File: config.mk
export PLATFORM = sky130hd
export DESIGN_NAME = serv_fetch
export DESIGN_NICKNAME = d
export VERILOG_FILES = /design/src/rtl/serv_fetch.sv
export SDC_FILE = /design/constraint.sdc
export NUM_CORES = 1
export LEC_CHECK = 0
export ABC_AREA = 1
export BUFFER_PORTS_ARGS = -buffer_cell sky130_fd_sc_hd__buf_2
export CAP_MARGIN = 10
export CORE_MARGIN = 2
export CORE_UTILIZATION = 30
export CTS_CLUSTER_SIZE = 12
export DETAILED_ROUTE_END_ITERATION = 10
export GPL_ROUTABILITY_DRIVEN = 0
export PLACE_DENSITY = 0.59
export REMOVE_ABC_BUFFERS = 1
export SKIP_CTS_REPAIR_TIMING = 1
export SYNTH_ARGS = -nofsm -noshare
export SYNTH_HDL_FRONTEND = slang
export SYNTH_SLANG_ARGS = --single-unit
File: constraint.sdc
create_clock -name clk -period 2.35 [get_ports clk]
set_input_delay 0.1175 -clock clk [delete_from_list [all_inputs] [get_ports clk]]
set_output_delay 0.1175 -clock clk [all_outputs]
set_load 0.02 [all_outputs]
File: src/rtl/serv_fetch.sv
// rtl/serv_fetch.sv - Wishbone-classic instruction fetch stage feeding the decoder (optional timeout: SERV_FETCH_TIMEOUT_EN)
module serv_fetch #(
  parameter logic [31:0] RESET_INSN     = 32'h00000013,
  parameter int unsigned TIMEOUT_CYCLES = 255
) (
  input  logic        clk,
  input  logic        i_rst,
  input  logic        i_fetch_req,
  input  logic [31:0] i_pc,
  input  logic        i_flush,
  output logic [31:0] o_ibus_adr,
  output logic        o_ibus_cyc,
  input  logic [31:0] i_ibus_rdt,
  input  logic        i_ibus_ack,
  output logic [29:0] o_rdt,
  output logic        o_rdt_valid,
  output logic        o_busy,
  output logic        o_fetch_err
);

  typedef enum logic [1:0] {
    IDLE  = 2'd0,
    BUSY  = 2'd1,
    DRAIN = 2'd2
  } state_t;

  state_t      state;
  logic [31:0] ibus_adr;
  logic        ibus_cyc;
  logic [29:0] rdt;
  logic        rdt_valid;
  logic        fetch_err;
  logic        pending;
  logic        timeout_hit;

`ifdef SERV_FETCH_TIMEOUT_EN
  localparam logic [15:0] TIMEOUT_LAST = 16'(TIMEOUT_CYCLES - 1);

  logic [15:0] wait_cnt;

  // Wait counter: held at zero outside a bus cycle, restarted when a flush turns BUSY into DRAIN.
  always_ff @(posedge clk or posedge i_rst) begin
    if (i_rst) begin
      wait_cnt <= 16'd0;
    end else if (state == IDLE || i_ibus_ack || (state == BUSY && i_flush)) begin
      wait_cnt <= 16'd0;
    end else begin
      wait_cnt <= wait_cnt + 16'd1;
    end
  end

  assign timeout_hit = (wait_cnt == TIMEOUT_LAST);
`else
  assign timeout_hit = 1'b0;
`endif

  // Fetch sequencer: issue one bus read, capture or discard its data, remember a redirect seen while draining.
  always_ff @(posedge clk or posedge i_rst) begin
    if (i_rst) begin
      state     <= IDLE;
      ibus_adr  <= 32'd0;
      ibus_cyc  <= 1'b0;
      rdt       <= RESET_INSN[31:2];
      rdt_valid <= 1'b0;
      fetch_err <= 1'b0;
      pending   <= 1'b0;
    end else begin
      rdt_valid <= 1'b0;
      fetch_err <= 1'b0;
      case (state)
        IDLE: begin
          if (i_fetch_req || pending) begin
            ibus_adr <= {i_pc[31:2], 2'b00};
            ibus_cyc <= 1'b1;
            pending  <= 1'b0;
            state    <= BUSY;
          end
        end
        BUSY: begin
          if (i_ibus_ack) begin
            if (!i_flush) begin
              rdt       <= i_ibus_rdt[31:2];
              rdt_valid <= 1'b1;
            end
            ibus_cyc <= 1'b0;
            state    <= IDLE;
          end else if (i_flush) begin
            // The bus cycle must complete, so keep cyc high and swallow the data later.
            state <= DRAIN;
          end else if (timeout_hit) begin
            ibus_cyc  <= 1'b0;
            fetch_err <= 1'b1;
            state     <= IDLE;
          end
        end
        DRAIN: begin
          if (i_fetch_req) begin
            pending <= 1'b1;
          end
          if (i_ibus_ack || timeout_hit) begin
            ibus_cyc <= 1'b0;
            state    <= IDLE;
          end
        end
        default: begin
          ibus_cyc <= 1'b0;
          state    <= IDLE;
        end
      endcase
    end
  end

  assign o_ibus_adr  = ibus_adr;
  assign o_ibus_cyc  = ibus_cyc;
  assign o_rdt       = rdt;
  assign o_rdt_valid = rdt_valid;
  assign o_busy      = (state != IDLE);
  assign o_fetch_err = fetch_err;

  // Address/data byte-lane bits carry no information for word fetches.
  logic unused;
  assign unused = &{1'b0, i_pc[1:0], i_ibus_rdt[1:0], RESET_INSN[1:0], TIMEOUT_CYCLES[0]};

endmodule

== Word level (Yosys, flattened, before mapping) ==
Index checks and enable logic that the tools add are counted.

* Equality and inequality tests: 7
* Muxes and demuxes: 14
* Bitwise operators: 1
* Reduce and logical (&&, ||, !) cells: 10

{| class="wikitable"
|+ Operators with widths
! cell !! count
|-
| 3-bit AND reduction || 3
|-
| 2-bit 2-to-1 mux || 4
|-
| 1-bit 2-to-1 mux || 7
|-
| 2-bit inequality test, second input constant || 3
|-
| 2-bit one-hot mux with 3 select lines || 1
|-
| 1-bit one-hot mux with 2 select lines || 2
|-
| 2-bit AND reduction || 2
|-
| 2-bit nonzero test || 2
|-
| 3-bit inequality test, second input constant || 1
|-
| 2-bit by 1-bit == test with 1-bit output, second input constant || 1
|-
| 2-bit == test, second input constant || 1
|-
| 2-bit logical NOT || 1
|-
| 2-bit by 1-bit inequality test with 1-bit output, second input constant || 1
|-
| 2-bit OR reduction || 1
|-
| 1-bit logical OR || 1
|-
| 1-bit NOT || 1
|}

* Register bits: 65
* Output and inout port bits: 66

== Depth between registers and ports, before layout ==
* Depth in word-level cells: 4
* Gate-level depth with buffers: 7

== Least setup slack after synthesis ==
OpenSTA, ideal clock, no wires.

* Path type: register to register
* Start: register state[0]
* End: register ibus_adr[10], in the netlist o_ibus_adr[10]
* Library setup time: 0.117 ns
* Arrival: 1.037 ns
* Data required time: 2.233 ns
* Path slack: 1.196 ns
* Stages on the path, launching flop included: 8
* Buffers on the path: 2
* Clock period less this slack: 1.154 ns
* Cell sequence: dfrtp_1 -> inv_1 -> ha_1 -> buf_2 -> nand2_1 -> buf_4 -> nand2_1 -> nand2_1

* Word-level cells in the longest chain between the ends: 2

{| class="wikitable"
|+ RTL lines
! element !! line !! text
|-
| from (decl) || 27 || <nowiki>state_t state;</nowiki>
|-
| from (signal assigned) || 60 || <nowiki>state <= IDLE;</nowiki>
|-
| from (signal assigned) || 76 || <nowiki>state <= BUSY;</nowiki>
|-
| from (signal assigned) || 86 || <nowiki>state <= IDLE;</nowiki>
|-
| 2-bit logical NOT || 70 || <nowiki>case (state)</nowiki>
|-
| 2-bit AND reduction (no line) || - ||
|-
| to (signal assigned) || 73 || <nowiki>ibus_adr <= {i_pc[31:2], 2'b00};</nowiki>
|-
| to (decl) || 28 || <nowiki>logic [31:0] ibus_adr;</nowiki>
|}

Every way passes these cells.
A chain may end at the register's enable or synchronous reset.

== Worst setup path after layout ==
* Start: register state[0]
* End: output o_busy

* Word-level cells in the longest chain between the ends: 1

{| class="wikitable"
|+ RTL lines
! element !! line !! text
|-
| 2-bit nonzero test || 117 || <nowiki>assign o_busy = (state != IDLE);</nowiki>
|-
| to (decl) || 17 || <nowiki>output logic o_busy,</nowiki>
|}

Every way passes these cells.

==> impl_results.md <==
- Overflow after GRT: 0
- Ant diodes: 0
- Most common cell in the synthesized netlist: nand2_1
- Final hold slack: -0.01096 ns
- R2R Setup Slk: 0.67 ns
- Final Instance Count excl. Fillers: 561
- Final net count: 520
- Yosys cell types: 18
- Finished Core Util: 43.64%
- Crit start category: flop
- CTS tree: built
- Share of cells above drive strength 1: 36.20%
- Initial antenna violation count: 0
- Switch Pwr: roughly 2.2 mW
- Internal power: roughly 3.0 mW
- Seq cells post-synth: 65
- IO Pins: around 140
- Root buffer cell: clkbuf_8
- Pwr Density: 1374 nW/um^2
- Dominant cells by area after synthesis: dfrtp_1, nand2_1, nand3_1
- DRT Pass-1 Iters: 4
- Syn Std Cell Area: 2668 um^2
- Clock share of power: 17.9%
- Critical R2R Capture: o_ibus_adr[30]$_DFFE_PP0P_
- Cts bufs inserted: 9
- H-tree levels: 3
- Synth top cells by count: nand2_1, dfrtp_1, nand3_1
- Clk_lat worst skew: 0.33 ns
- Core Area: approximately 8700 um^2
- Reg2reg path depth: 6
- Sequential power share: approximately 37%
- Reg2reg start: pending$_DFFE_PP0P_
- Iteration-0 DRC count of the detailed router: about 100
- Vias per cell: 4.241
- Switching Share: 43.05%
- Rows: 34
- Largest area contributor in the netlist: dfrtp_1
- # setup viols final: 0
- WL/cell: 12.19 um
- Critical Path End: o_busy
- First-pass GRT wire length: 10.96 mm
- Dpl ws: 0.6220 ns
- Critical path type: flop to primary output
- Area delta synth->final: 41.98%
- Die Wd: 98.30 um
- Top-area cell type share of the netlist area: 60.04%
- Min Clock Period, post-route: between 1.5 and 2 ns
- # fillers: 881
- HPWL after DPL: 4.480 mm
- DIE HEIGHT: 98.30 um
- Prevailing post-synth register cell: dfrtp_1
- RSZ-0062 raised after global routing: no
- Data required, critical path: 2.23 ns
- Antenna viol nets, final: 0
- Leakage: 2.189 nW
- Die area: 9662 um^2
- Hold Path Depth: 3
- Worst slew pin tran: 0.5735 ns
- Vias: 2379
- Critical path origin: state[0]$_DFFE_PP0P_
- Ratio of final minimum period to clock period: around 78%
- Placed Cells incl. Taps: 523
- Final worst slack: 0.5265 ns
- Setup Skew: between 0.008 and 0.009 ns
- MaxCap Viol Count: 0
- Failing checks: negative hold slack
- Critical Path AT: roughly 1.7 ns
- Routed WL: 6.839 mm
- Max Transition Viols Final: 0
- Clk buf depth: 2
- Crit end category: primary output
- Starting density of the core: 30.74%
- Port-buffer cells: about 130
- Syn_area_per_cell: 8.922 um^2
- Combinational share of power: 45.0%
- Number of synthesized flops with an enable pin: 0
- Clock transition at path regs: 0.07 ns
- VDD IR max: 0.0005360 V
- Status: complete, but fails checks
- YS warnings: 0
- Fmax: 0.5484 GHz
- DRC: 0
- Total power: 5.204 mW
- Worst hold path class: primary input to flop
- Gr usage total: 14.08%
- Final Hold Fails: 4
- Vias in the first global route: between 2000 and 2500
- Post-route setup TNS: 0 ns
- Clock sinks: 65
- Worst slew margin: 61.71%
- Post-synth ARST share: 100.0%
- Sequential area share after synthesis: 61.02%
- Critical-path maximum fanout: 19
- Pin count of the biggest net entering global routing: 43
- Synth Instances: 299
[flip-flops by register name, summed over array words and instances, names as in the netlist]
signal       flops
o_rdt_valid      1
o_ibus_cyc       1
o_rdt           30
pending          1
o_ibus_adr      30
state            2
[worst min path at each step]
stage,from,end,slack (ns)
6_report,i_ibus_rdt[8],o_rdt[6]$_DFFE_PP0P_,-0.01
2_1_floorplan,i_ibus_rdt[4],o_rdt[2]$_DFFE_PP1P_,0.20
5_1_grt,i_ibus_rdt[4],o_rdt[2]$_DFFE_PP1P_,0.0003
3_3_place_gp,i_rst,o_ibus_adr[16]$_DFFE_PP0P_,0.20
3_5_place_dp,i_rst,o_ibus_adr[28]$_DFFE_PP0P_,0.21
4_1_cts,i_rst,o_ibus_adr[28]$_DFFE_PP0P_,-0.17
[worst max-delay path, cell delays in order (launching register included)]
cell and delay, ns:
dfrtp_1 0.40, inv_1 0.08, ha_1 0.15, buf_4 0.21, buf_4 0.27, inv_1 0.09
buf_2 0.16
[layout by cell type, fill, tap and decap left out]
cell / n
buf_2: 127
inv_2: 3
o21ai_0: 1
inv_1: 4
nand4_1: 2
buf_12: 1
dfrtp_1: 64
clkinvlp_4: 2
buf_4: 5
dlygate4sd3_1: 22
clkinv_2: 3
nand2_1: 155
dfstp_2: 1
clkbuf_8: 10
nand3_1: 31
bufinv_16: 1
nor2_1: 3
nor2_2: 1
clkbuf_1: 1
conb_1: 3
ha_1: 3
nand2_2: 10
[per-stage QoR]
stage | hold WS, ns | cell area, um^2
2_1_floorplan | 0.2042 | 2542
3_3_place_gp | 0.2005 | 3371
3_5_place_dp | 0.2086 | 3371
4_1_cts | -0.1691 | 3567
5_1_grt | 0.0003336 | 3787
6_report | -0.01096 | 3787
[power groups by stage]
| stage | clock network [mW] | registers (mW) | logic (mW) |
|---|---|---|---|
| final | 0.929 | 1.93 | 2.34 |
| after global routing | 1.02 | 2.01 | 2.60 |
| after CTS | 0.980 | 1.93 | 2.35 |
| after detailed placement | 0 | 1.94 | 2.35 |
| after global placement | 0 | 1.93 | 2.32 |
| after floorplan | 0 | 2.61 | 0.774 |
[final cells by class]
class	instances	area (um^2)	share of cell area, %
Inverter	8	31.28	0.8259
Tap cell	108	135.1	3.568
Multi-Input combinational cell	209	883.3	23.32
Timing Repair Buffer	155	913.4	24.12
Sequential cell	65	1628	42.98
Clock buffer	11	141.4	3.733
Clock inverter	5	55.05	1.454
[kinds of logic (layout without fill, tap and decap cells)]
family,Yosys count,count (layout),share of synthesized area [%]
and+or+nand+nor,202,202,31.10
DFF,65,65,61.02
buffers and inverters,27,179,6.144
adders and majority gates,3,3,1.407
other,1,3,0.1406
AOI/OAI and AO/OA,1,1,0.1874
[per-layer routing]
metal | vias to the layer above | global-route usage (%) | share of wire [%]
met5 | - | 0 | 0
li1 | 1210 | - | -
met2 | 101 | 21.98 | 46
met4 | 0 | 6.006 | 1.3
met3 | 9 | 3.579 | 7.6
met1 | 1059 | 18.64 | 45
(Power assumes the default switching activity.)
